<file path="src/rtl/muldiv_pkg.sv">
// Shared encodings and op predicates for the iterative multiply/divide unit.
package muldiv_pkg;

  typedef enum logic [2:0] {
    OP_MULTU = 3'd0, OP_MULT = 3'd1, OP_MADDU = 3'd2, OP_MADD = 3'd3,
    OP_MSUBU = 3'd4, OP_MSUB = 3'd5, OP_DIVU  = 3'd6, OP_DIV  = 3'd7
  } op_e;

  typedef enum logic [2:0] {
    S_IDLE, S_MUL, S_DIV, S_FIX, S_DONE
  } state_e;

  localparam int OP_SIGNED_BIT = 0;

  function automatic logic is_div(input logic [2:0] op);
    return op[2] & op[1];
  endfunction

  function automatic logic is_acc(input logic [2:0] op);
    return op[2] ^ op[1];
  endfunction

  function automatic logic is_sub(input logic [2:0] op);
    return op[2] & ~op[1];
  endfunction

endpackage

</file>
<file path="src/rtl/div_step.sv">
// One restoring-division step: shift in the next dividend bit, subtract if it fits.
module div_step #(
  parameter int W = 32
) (
  input  logic [W-1:0] rem_i,
  input  logic [W-1:0] dvs_i,
  input  logic         bit_i,
  output logic [W-1:0] rem_o,
  output logic         q_o
);

  // Partial remainder is W+1 bits once the next bit is shifted in.
  logic [W:0] sh, diff;
  logic       unused_diff_msb;

  assign sh    = {rem_i, bit_i};
  assign diff  = sh - {1'b0, dvs_i};
  assign q_o   = (sh >= {1'b0, dvs_i});
  assign rem_o = q_o ? diff[W-1:0] : sh[W-1:0];
  assign unused_diff_msb = diff[W];

endmodule

</file>
<file path="src/rtl/muldiv_iter.sv">
// Sequential MULT/MADD/MSUB/DIV engine behind a start/done handshake.
module muldiv_iter
  import muldiv_pkg::*;
#(
  parameter int W        = 32,
  parameter int MUL_BITS = 2
) (
  input  logic           clk,
  input  logic           rst,
  input  logic           start_i,
  input  logic [2:0]     op_i,
  input  logic [W-1:0]   a_i,
  input  logic [W-1:0]   b_i,
  input  logic [2*W-1:0] acc_i,
  input  logic           cancel_i,
  output logic           busy_o,
  output logic           done_o,
  output logic [W-1:0]   hi_o,
  output logic [W-1:0]   lo_o,
  output logic           dbz_o
);

  if (MUL_BITS < 1 || (W % MUL_BITS) != 0) begin : g_bad_mul_bits
    $error("MUL_BITS must divide W");
  end

  localparam int CW      = $clog2(W + 1);
  localparam int MUL_CYC = W / MUL_BITS;

  state_e         state, state_nx;
  op_e            op_q;
  logic [2*W-1:0] acc_q, mcand, prod, pp, p_s, fix_res;
  logic [W-1:0]   mplier, dvs, dvd, rem, rem_nx, q_s, r_s, a_abs, b_abs;
  logic           neg, rneg, q_bit, sgn, accept, dbz_start;
  logic [CW-1:0]  cnt;

  assign sgn       = op_i[OP_SIGNED_BIT];
  assign a_abs     = (sgn && a_i[W-1]) ? -a_i : a_i;
  assign b_abs     = (sgn && b_i[W-1]) ? -b_i : b_i;
  assign accept    = (state == S_IDLE || state == S_DONE) && start_i && !cancel_i;
  assign dbz_start = is_div(op_i) && (b_i == '0);

  always_ff @(posedge clk) begin
    if (rst) state <= S_IDLE;
    else     state <= state_nx;
  end

  always_comb begin
    state_nx = state;
    if (cancel_i) state_nx = S_IDLE;
    else begin
      case (state)
        S_IDLE, S_DONE: begin
          if (!start_i)          state_nx = S_IDLE;
          else if (!is_div(op_i)) state_nx = S_MUL;
          else if (dbz_start)    state_nx = S_DONE;
          else                   state_nx = S_DIV;
        end
        S_MUL, S_DIV: if (cnt == '0) state_nx = S_FIX;
        S_FIX:        state_nx = S_DONE;
        default:      state_nx = S_IDLE;
      endcase
    end
  end

  always_comb begin
    busy_o = (state == S_MUL) || (state == S_DIV) || (state == S_FIX);
    done_o = (state == S_DONE);
  end

  // Shift-add: MUL_BITS multiplier bits against a left-shifting multiplicand.
  assign pp = mcand * {{(2*W-MUL_BITS){1'b0}}, mplier[MUL_BITS-1:0]};

  div_step #(.W(W)) u_step (
    .rem_i (rem),
    .dvs_i (dvs),
    .bit_i (dvd[W-1]),
    .rem_o (rem_nx),
    .q_o   (q_bit)
  );

  assign p_s = neg  ? -prod : prod;
  assign q_s = neg  ? -dvd  : dvd;
  assign r_s = rneg ? -rem  : rem;

  always_comb begin
    fix_res = p_s;
    if (is_div(op_q))      fix_res = {r_s, q_s};
    else if (is_acc(op_q)) fix_res = is_sub(op_q) ? acc_q - p_s : acc_q + p_s;
  end

  always_ff @(posedge clk) begin
    if (rst) begin
      op_q <= OP_MULTU; acc_q <= '0; neg <= 1'b0; rneg <= 1'b0;
      mcand <= '0; mplier <= '0; prod <= '0;
      dvd <= '0; dvs <= '0; rem <= '0; cnt <= '0;
      hi_o <= '0; lo_o <= '0; dbz_o <= 1'b0;
    end else if (accept) begin
      op_q   <= op_e'(op_i);
      acc_q  <= acc_i;
      neg    <= sgn & (a_i[W-1] ^ b_i[W-1]);
      rneg   <= sgn & a_i[W-1];
      mcand  <= {{W{1'b0}}, a_abs};
      mplier <= b_abs;
      prod   <= '0;
      dvd    <= a_abs;
      dvs    <= b_abs;
      rem    <= '0;
      cnt    <= is_div(op_i) ? CW'(W - 1) : CW'(MUL_CYC - 1);
      if (dbz_start) begin
        hi_o  <= a_i;
        lo_o  <= '1;
        dbz_o <= 1'b1;
      end
    end else if (!cancel_i) begin
      case (state)
        S_MUL: begin
          prod   <= prod + pp;
          mcand  <= mcand << MUL_BITS;
          mplier <= mplier >> MUL_BITS;
          cnt    <= cnt - 1'b1;
        end
        S_DIV: begin
          rem <= rem_nx;
          dvd <= {dvd[W-2:0], q_bit};
          cnt <= cnt - 1'b1;
        end
        S_FIX: begin
          {hi_o, lo_o} <= fix_res;
          dbz_o        <= 1'b0;
        end
        default: ;
      endcase
    end
  end

endmodule

</file>
<file path="config.mk">
export PLATFORM = sky130hd
export DESIGN_NAME = muldiv_iter
export DESIGN_NICKNAME = d
export VERILOG_FILES = /design/src/rtl/muldiv_pkg.sv /design/src/rtl/div_step.sv /design/src/rtl/muldiv_iter.sv
export SDC_FILE = /design/constraint.sdc
export NUM_CORES = 2
export LEC_CHECK = 0
export ABC_AREA = 1
export CORE_UTILIZATION = 35
export CTS_CLUSTER_DIAMETER = 100
export DETAILED_ROUTE_END_ITERATION = 10
export HOLD_SLACK_MARGIN = 0.02
export PLACE_DENSITY_LB_ADDON = 0.2
export SETUP_SLACK_MARGIN = 0.5
export SYNTH_ARGS = -nofsm -noshare
export SYNTH_HDL_FRONTEND = slang
export SYNTH_SLANG_ARGS = --single-unit
</file>
<file path="constraint.sdc">
create_clock -name clk -period 4.1 [get_ports clk]
set_input_delay 0.41 -clock clk [delete_from_list [all_inputs] [get_ports clk]]
set_output_delay 0.41 -clock clk [all_outputs]
set_load 0.005 [all_outputs]
</file>
# After elaboration in Yosys (flattened, before gate mapping)
# Cells that the tools add are included.
# W data, S select, Z words.
# totals
inputBits,135
out_inout_bits,67
reg_bits,399
wordCells,109
# classes
n_eq_ne,7
n_mux,39
bitwise,9
magnitude_cmp,1
n_mul,1
reduce_logical,26
add_sub_neg,10
# ops
operator,count
$mux W32,22
$mux W64,4
$add A64 B64 Y64,2
$neg A32 Y32,4
$mul A64 B2 Y64,1
$neg A64 Y64,1
$sub A64 B64 Y64,1
$ge A33 B32 Y1,1
$logic_not A32 Y1,1
$sub A32 B32 Y32,1
$mux W6,3
$mux W3,4
$reduce_and A2 Y1,5
$pmux W3 S3,1
$reduce_bool A2 Y1,4
$reduce_or A2 Y1,4
$eq A3 B2 Y1 const B,2
$logic_not A6 Y1,1
$ne A2 B1 Y1 const B,3
$sub A6 B1 Y6 const B,1
$and A1 B1 Y1,5
$logic_and A1 B1 Y1,5
$mux W5,1
$mux W1,4
other kinds (8),12

# Logic depth before layout (Yosys ltp)
# depth
word_depth,9
depth_mapped,41
depth_no_buf,41

# By module
# Synthesis repeated with hierarchy kept, for this count alone.
# hier_totals
hier_cells,5929
area_unflattened_um2,36366.1
# by_module_without_submodules
module,cells_per_inst,n_inst,area_per_inst_um2,seq_area_each_um2
muldiv_iter,5282,1,33205.6,7967.6
div_step,647,1,3160.5,0.0

# Worst setup path after synthesis
# Ideal clock, no wire load.
# synth_path
path_type,reg2reg
start,register prod[0]
end,register hi_o[15]
t_arrival_ps,4164
setup_ps,132
synth_period_minus_slack_ps,4296
t_required_ps,3968
setup_slack_ps,-196
stages_incl_launch_ff,29
path_buffers,0
cell_sequence,dfxtp_1 -> inv_1 -> ha_1 -> nand2_2 -> nor2_4 -> nand4_1 -> nand2_2 -> nand2_1 -> nand2_1 -> inv_1 -> nor2_1 -> nand4_1 -> nor2_2 -> nand4_1 -> o31ai_2 -> o21ai_1 -> xor2_1 -> ha_1 -> a21oi_1 -> inv_1 -> a31oi_1 -> o21ai_0 -> nor2_1 -> nand3_1 -> or2_2 -> nand3_1 -> a22oi_1 -> o21ai_0 -> a21oi_1
# synth_via
elab_chain_cells,9
word_cells_on_any_way,10
cone_classes,3 x add/sub; 7 x mux
# synth_lines
item,line_no,source
from (decl),muldiv_iter.sv:32,"logic [2*W-1:0] acc_q, mcand, prod, pp, p_s, fix_res;"
from (signal assigned),muldiv_iter.sv:118,prod <= prod + pp;
$neg A64 Y64,muldiv_iter.sv:82,assign p_s = neg ? -prod : prod;
$mux W64 (*),muldiv_iter.sv:82,
$add A64 B64 Y64 / $sub A64 B64 Y64 (equally long branches),muldiv_iter.sv:89,else if (is_acc(op_q)) fix_res = is_sub(op_q) ? acc_q - p_s : acc_q + p_s;
$mux W64,muldiv_iter.sv:89,
$mux W64 (*),muldiv_iter.sv:89,
$mux W64 (*),muldiv_iter.sv:88,"if (is_div(op_q)) fix_res = {r_s, q_s};"
$mux W32 (*),muldiv_iter.sv:116,case (state)
$mux W32 (*),muldiv_iter.sv:115,end else if (!cancel_i) begin
$mux W32 (*),muldiv_iter.sv:98,end else if (accept) begin
to (signal assigned),muldiv_iter.sv:111,hi_o <= a_i;
to (signal assigned),muldiv_iter.sv:129,"{hi_o, lo_o} <= fix_res;"
to (decl),muldiv_iter.sv:18,"output logic [W-1:0] hi_o,"
# Mark *: on every way between the ends. The rest lies on a longest branch, timed or not. The select of a mux whose other input is x is not followed.
# A chain may end at the register's enable or synchronous reset.

# Worst setup path after layout
# layout_path
start,register prod[0]
end,register hi_o[12]
# Same word-level chain as after synthesis.

==> impl_results.rst <==
.. list-table::
   :header-rows: 1

   * - Metric
     - Value
   * - Result of the run
     - complete, but fails checks
   * - Violated checks
     - negative setup slack
   * - Sequential fraction of the synthesis area
     - ~23%
   * - Arrival time at the worst endpoint
     - between 5 and 6 ns
   * - Max layer used
     - met4
   * - Number of hold-slack violations in the final timing report
     - 0
   * - Critical path startpoint category
     - flop
   * - CP Max Fanout
     - 4
   * - Top cell by count, worst path
     - nor2_4
   * - Yosys top cell area share
     - between 20% and 30%
   * - Power Dens Cells
     - ~420 nW/um2
   * - Setup repair after global routing missed its margin
     - true
   * - Vertical die dimension
     - between 300 and 400 um
   * - Post-synth top flop
     - dfxtp_1
   * - Peak supply drop
     - just under 400 uV
   * - Cell type contributing the most total cell area after synthesis
     - dfxtp_1
   * - Overall power after layout
     - around 22 mW
   * - Initial core utilization
     - around 35%
   * - Cell with the largest stage delay on the worst path
     - dfxtp_4
   * - Most instantiated cells after synthesis
     - nand2_1, inv_1, nor2_1, a21oi_1, o21ai_0
   * - Bufs on Longest Clock Path
     - 3
   * - CTS tree
     - built
   * - Post-Synthesis Cells
     - between 5,000 and 6,000
   * - Port Buffers
     - roughly 200
   * - Number of iterations in the first detailed-routing pass
     - 7
   * - Final global-route overflow total
     - 0
   * - Die area
     - roughly 100,000 um2
   * - Yosys warning total
     - 0
   * - Total GRT Usage
     - 32.0%
   * - Io pins
     - about 200
   * - Number of synthesized register bits
     - between 300 and 400
   * - Length of routed met2 wiring
     - 71,700 um
   * - Pin count of the biggest net entering global routing
     - 82
   * - Met3 routed wirelength
     - roughly 11,000 um
   * - Global-route wire length before repair
     - roughly 250,000 um
   * - Worst path required time
     - between 4 and 5 ns
   * - Class of the worst hold path
     - in -> reg
   * - Clock latency reported for the late side of the worst-skew pair
     - approximately 0.65 ns
   * - Placer congestion estimate
     - 1.00
   * - # H-tree levels
     - 2
   * - End of the worst register-to-register path
     - hi_o[12]
   * - Cell area after technology mapping
     - around 35,000 um2
   * - Tcrit/Tclk final
     - 122%
   * - Leakage power summed over all cells
     - ~24 nW
   * - Setup total negative slack
     - -29.31 ns
   * - Number of flops mapped to enable cells by yosys
     - 0
   * - Total detailed-routing wirelength
     - 167,000 um
   * - Setup slack of the critical path after layout
     - -0.902 ns
   * - Largest stage delay on the critical path
     - between 0.3 and 0.4 ns
   * - Syn avg cell area
     - approximately 6.2 um2
   * - Number of vias per cell after detailed routing
     - around 5.4
   * - Worst slack at placement
     - -1.58 ns
   * - Clock skew after layout
     - roughly 0.025 ns
   * - Final layout net count
     - 7,006
   * - Standard-cell rows
     - ~120
   * - Number of design-rule violations left by the first detailed-router iteration
     - approximately 4,000
   * - Number of clock sinks
     - 398
   * - Total placed instance area
     - about 45,000 um2
   * - Die Wd
     - ~320 um
   * - Final setup vio count
     - between 50 and 60
   * - Worst r2r path cells
     - 39
   * - Remaining max-slew budget at the tightest pin
     - 17.5%
   * - # DRC
     - 0
   * - Nets in the synthesized netlist
     - 5,947
   * - Metal-1 WL
     - about 76,000 um
   * - Routed wirelength normalized by instance count
     - about 21 um
   * - DP HPWL
     - 132,000 um
   * - TritonCTS buffer count
     - 52
   * - Initial antenna violation count
     - 5
   * - Most frequently used cell type in the post-synthesis netlist
     - nand2_1
   * - Hold_sp
     - rst
   * - Proportion of synthesized flip-flops having asynchronous set or reset
     - 0%
   * - Residual antenna-violating net count after detailed routing
     - 0
   * - Design Area, Final
     - between 50,000 and 60,000 um2
   * - Number of maximum-capacitance constraint violations
     - 0
   * - Synth-to-Final Area Change
     - 48.3%
   * - Hold Path Depth
     - 4
   * - Measured slew at the worst slew-check pin
     - about 1.2 ns
   * - Root Buffer Master
     - clkbuf_16
   * - Startpoint of the worst register-to-register path
     - prod[0]
   * - Type of element capturing the critical path
     - flop
   * - WHS Endpoint
     - mplier[0]
   * - Achievable Freq
     - between 150 and 200 MHz
   * - Via count of the routed design
     - between 40,000 and 50,000
   * - Flop-to-flop setup slack
     - -0.90 ns
   * - Fillers
     - about 9,900
   * - Share of final-layout standard cells stronger than drive strength 1
     - between 20% and 30%
   * - Worst hold margin
     - ~0.35 ns
   * - Top flop regs
     - acc_q: 64 flops, mcand: 64 flops, prod: 64 flops
   * - Final max-slew violation count
     - 0
   * - WS Path Type
     - reg -> reg
   * - Floorplan Core Area
     - just under 100,000 um2
   * - Cell types with the largest area share after synthesis
     - dfxtp_1, nand2_1, a21oi_1
   * - Shortest clock period the worst path allows after layout
     - 5.00 ns
   * - Worst-path clk slew
     - 0.06 ns
   * - Number of distinct library cells after synthesis
     - 64
   * - Number of global-route vias before repair
     - 40,200
## layout make-up
| class | count | area, um2 | share of cell area (%) |
|---|---|---|---|
| Sequential cell | 398 | 7990 | 15.5 |
| Inverter | 824 | 3110 | 6.03 |
| Antenna cell | 4 | 10.0 | 0.0194 |
| Clock buffer | 67 | 1450 | 2.81 |
| Timing Repair Buffer | 1225 | 10300 | 20.0 |
| Multi-Input combinational cell | 4137 | 26900 | 52.1 |
| Clock inverter | 29 | 282 | 0.545 |
| Tap cell | 1287 | 1610 | 3.12 |
## cells in the final DEF, fill, tap and decap left out, types with 16 or more instances in the layout
master / count
o21ai_2: 40
a21oi_4: 16
nor3_1: 61
buf_12: 21
o21ai_0: 480
nand2_4: 22
dfxtp_1: 390
buf_4: 923
nand2_2: 102
clkdlybuf4s50_1: 199
o22ai_1: 27
inv_2: 65
xnor2_1: 58
clkbuf_16: 53
a21oi_1: 510
ha_1: 95
nor2_2: 93
o21ai_1: 75
o21a_1: 24
a21oi_2: 92
nand3_1: 212
ha_4: 68
fa_1: 64
nor2_1: 498
inv_1: 751
xor2_1: 81
nor3_2: 20
nand4_1: 50
nand2_1: 902
a31oi_1: 57
a221oi_1: 21
xor2_2: 19
nor2_4: 57
o21ai_4: 17
a32o_1: 64
o211ai_1: 61
nand3_2: 42
buf_6: 77
## metal layers
| layer | up-vias | track usage (%) |
|---|---|---|
| met2 | 1542 | 49.3 |
| met5 | - | 0 |
| met1 | 20200 | 45.1 |
| met4 | 0 | 13.5 |
| met3 | 295 | 3.62 |
| li1 | 20700 | - |
## how the worst max path moves through the flow
stage,startpoint,endpoint,slack [ns],cells after the start
after floorplan,prod[0],hi_o[30],-0.02,33
after global placement,prod[24],hi_o[31],-1.70,37
after detailed placement,prod[24],hi_o[31],-1.58,35
after CTS,prod[13],hi_o[15],-0.90,29
after global routing,prod[0],hi_o[12],-1.11,39
final,prod[0],hi_o[12],-0.90,39
## power breakdown
part           internal [mW]  leakage (nW)  switching (mW)
logic                   5.58          20.0            7.09
registers               4.12          3.24           0.262
clock network           2.70         0.837            2.04
total                   12.4          24.1            9.38
## kinds of logic (layout without fill, tap and decap cells)
family | after synthesis | after routing | share of synthesized area, %
simple gates | 2131 | 2131 | 25.6
compound gates | 1599 | 1599 | 26.0
buf+inv | 1044 | 2145 | 11.4
flops | 398 | 398 | 22.9
fa+ha+maj | 233 | 233 | 9.77
xor+xnor | 174 | 174 | 4.38
other cells | 0 | 4 | 0
## stage by stage
stage	std cells	utilization, %
after global placement	7734	45.5
after detailed placement	7734	45.5
final	7971	52.5
after CTS	7943	51.0
after global routing	7971	52.5
after floorplan	5579	-
## worst max-delay path: cells and delay by family, from the launching register on
family | cells | cell delay [ns]
AND/OR/NAND/NOR | 23 | 2.53
flip-flops | 1 | 0.36
AO/OA/AOI/OAI | 4 | 0.53
buffers and inverters | 9 | 0.92
adder cells (fa/ha/maj) | 2 | 0.44
XOR/XNOR | 1 | 0.13
## timing repair
item | in CTS | in global routing
buffers inserted | 111 | 24
resized for setup | 654 | 318
gates cloned | 2 | 0
hold buffers | 0 | 0
pin swaps | 231 | 170
setup endpoints to repair | 93 | 133
Power figures use the tool's default switching activity.
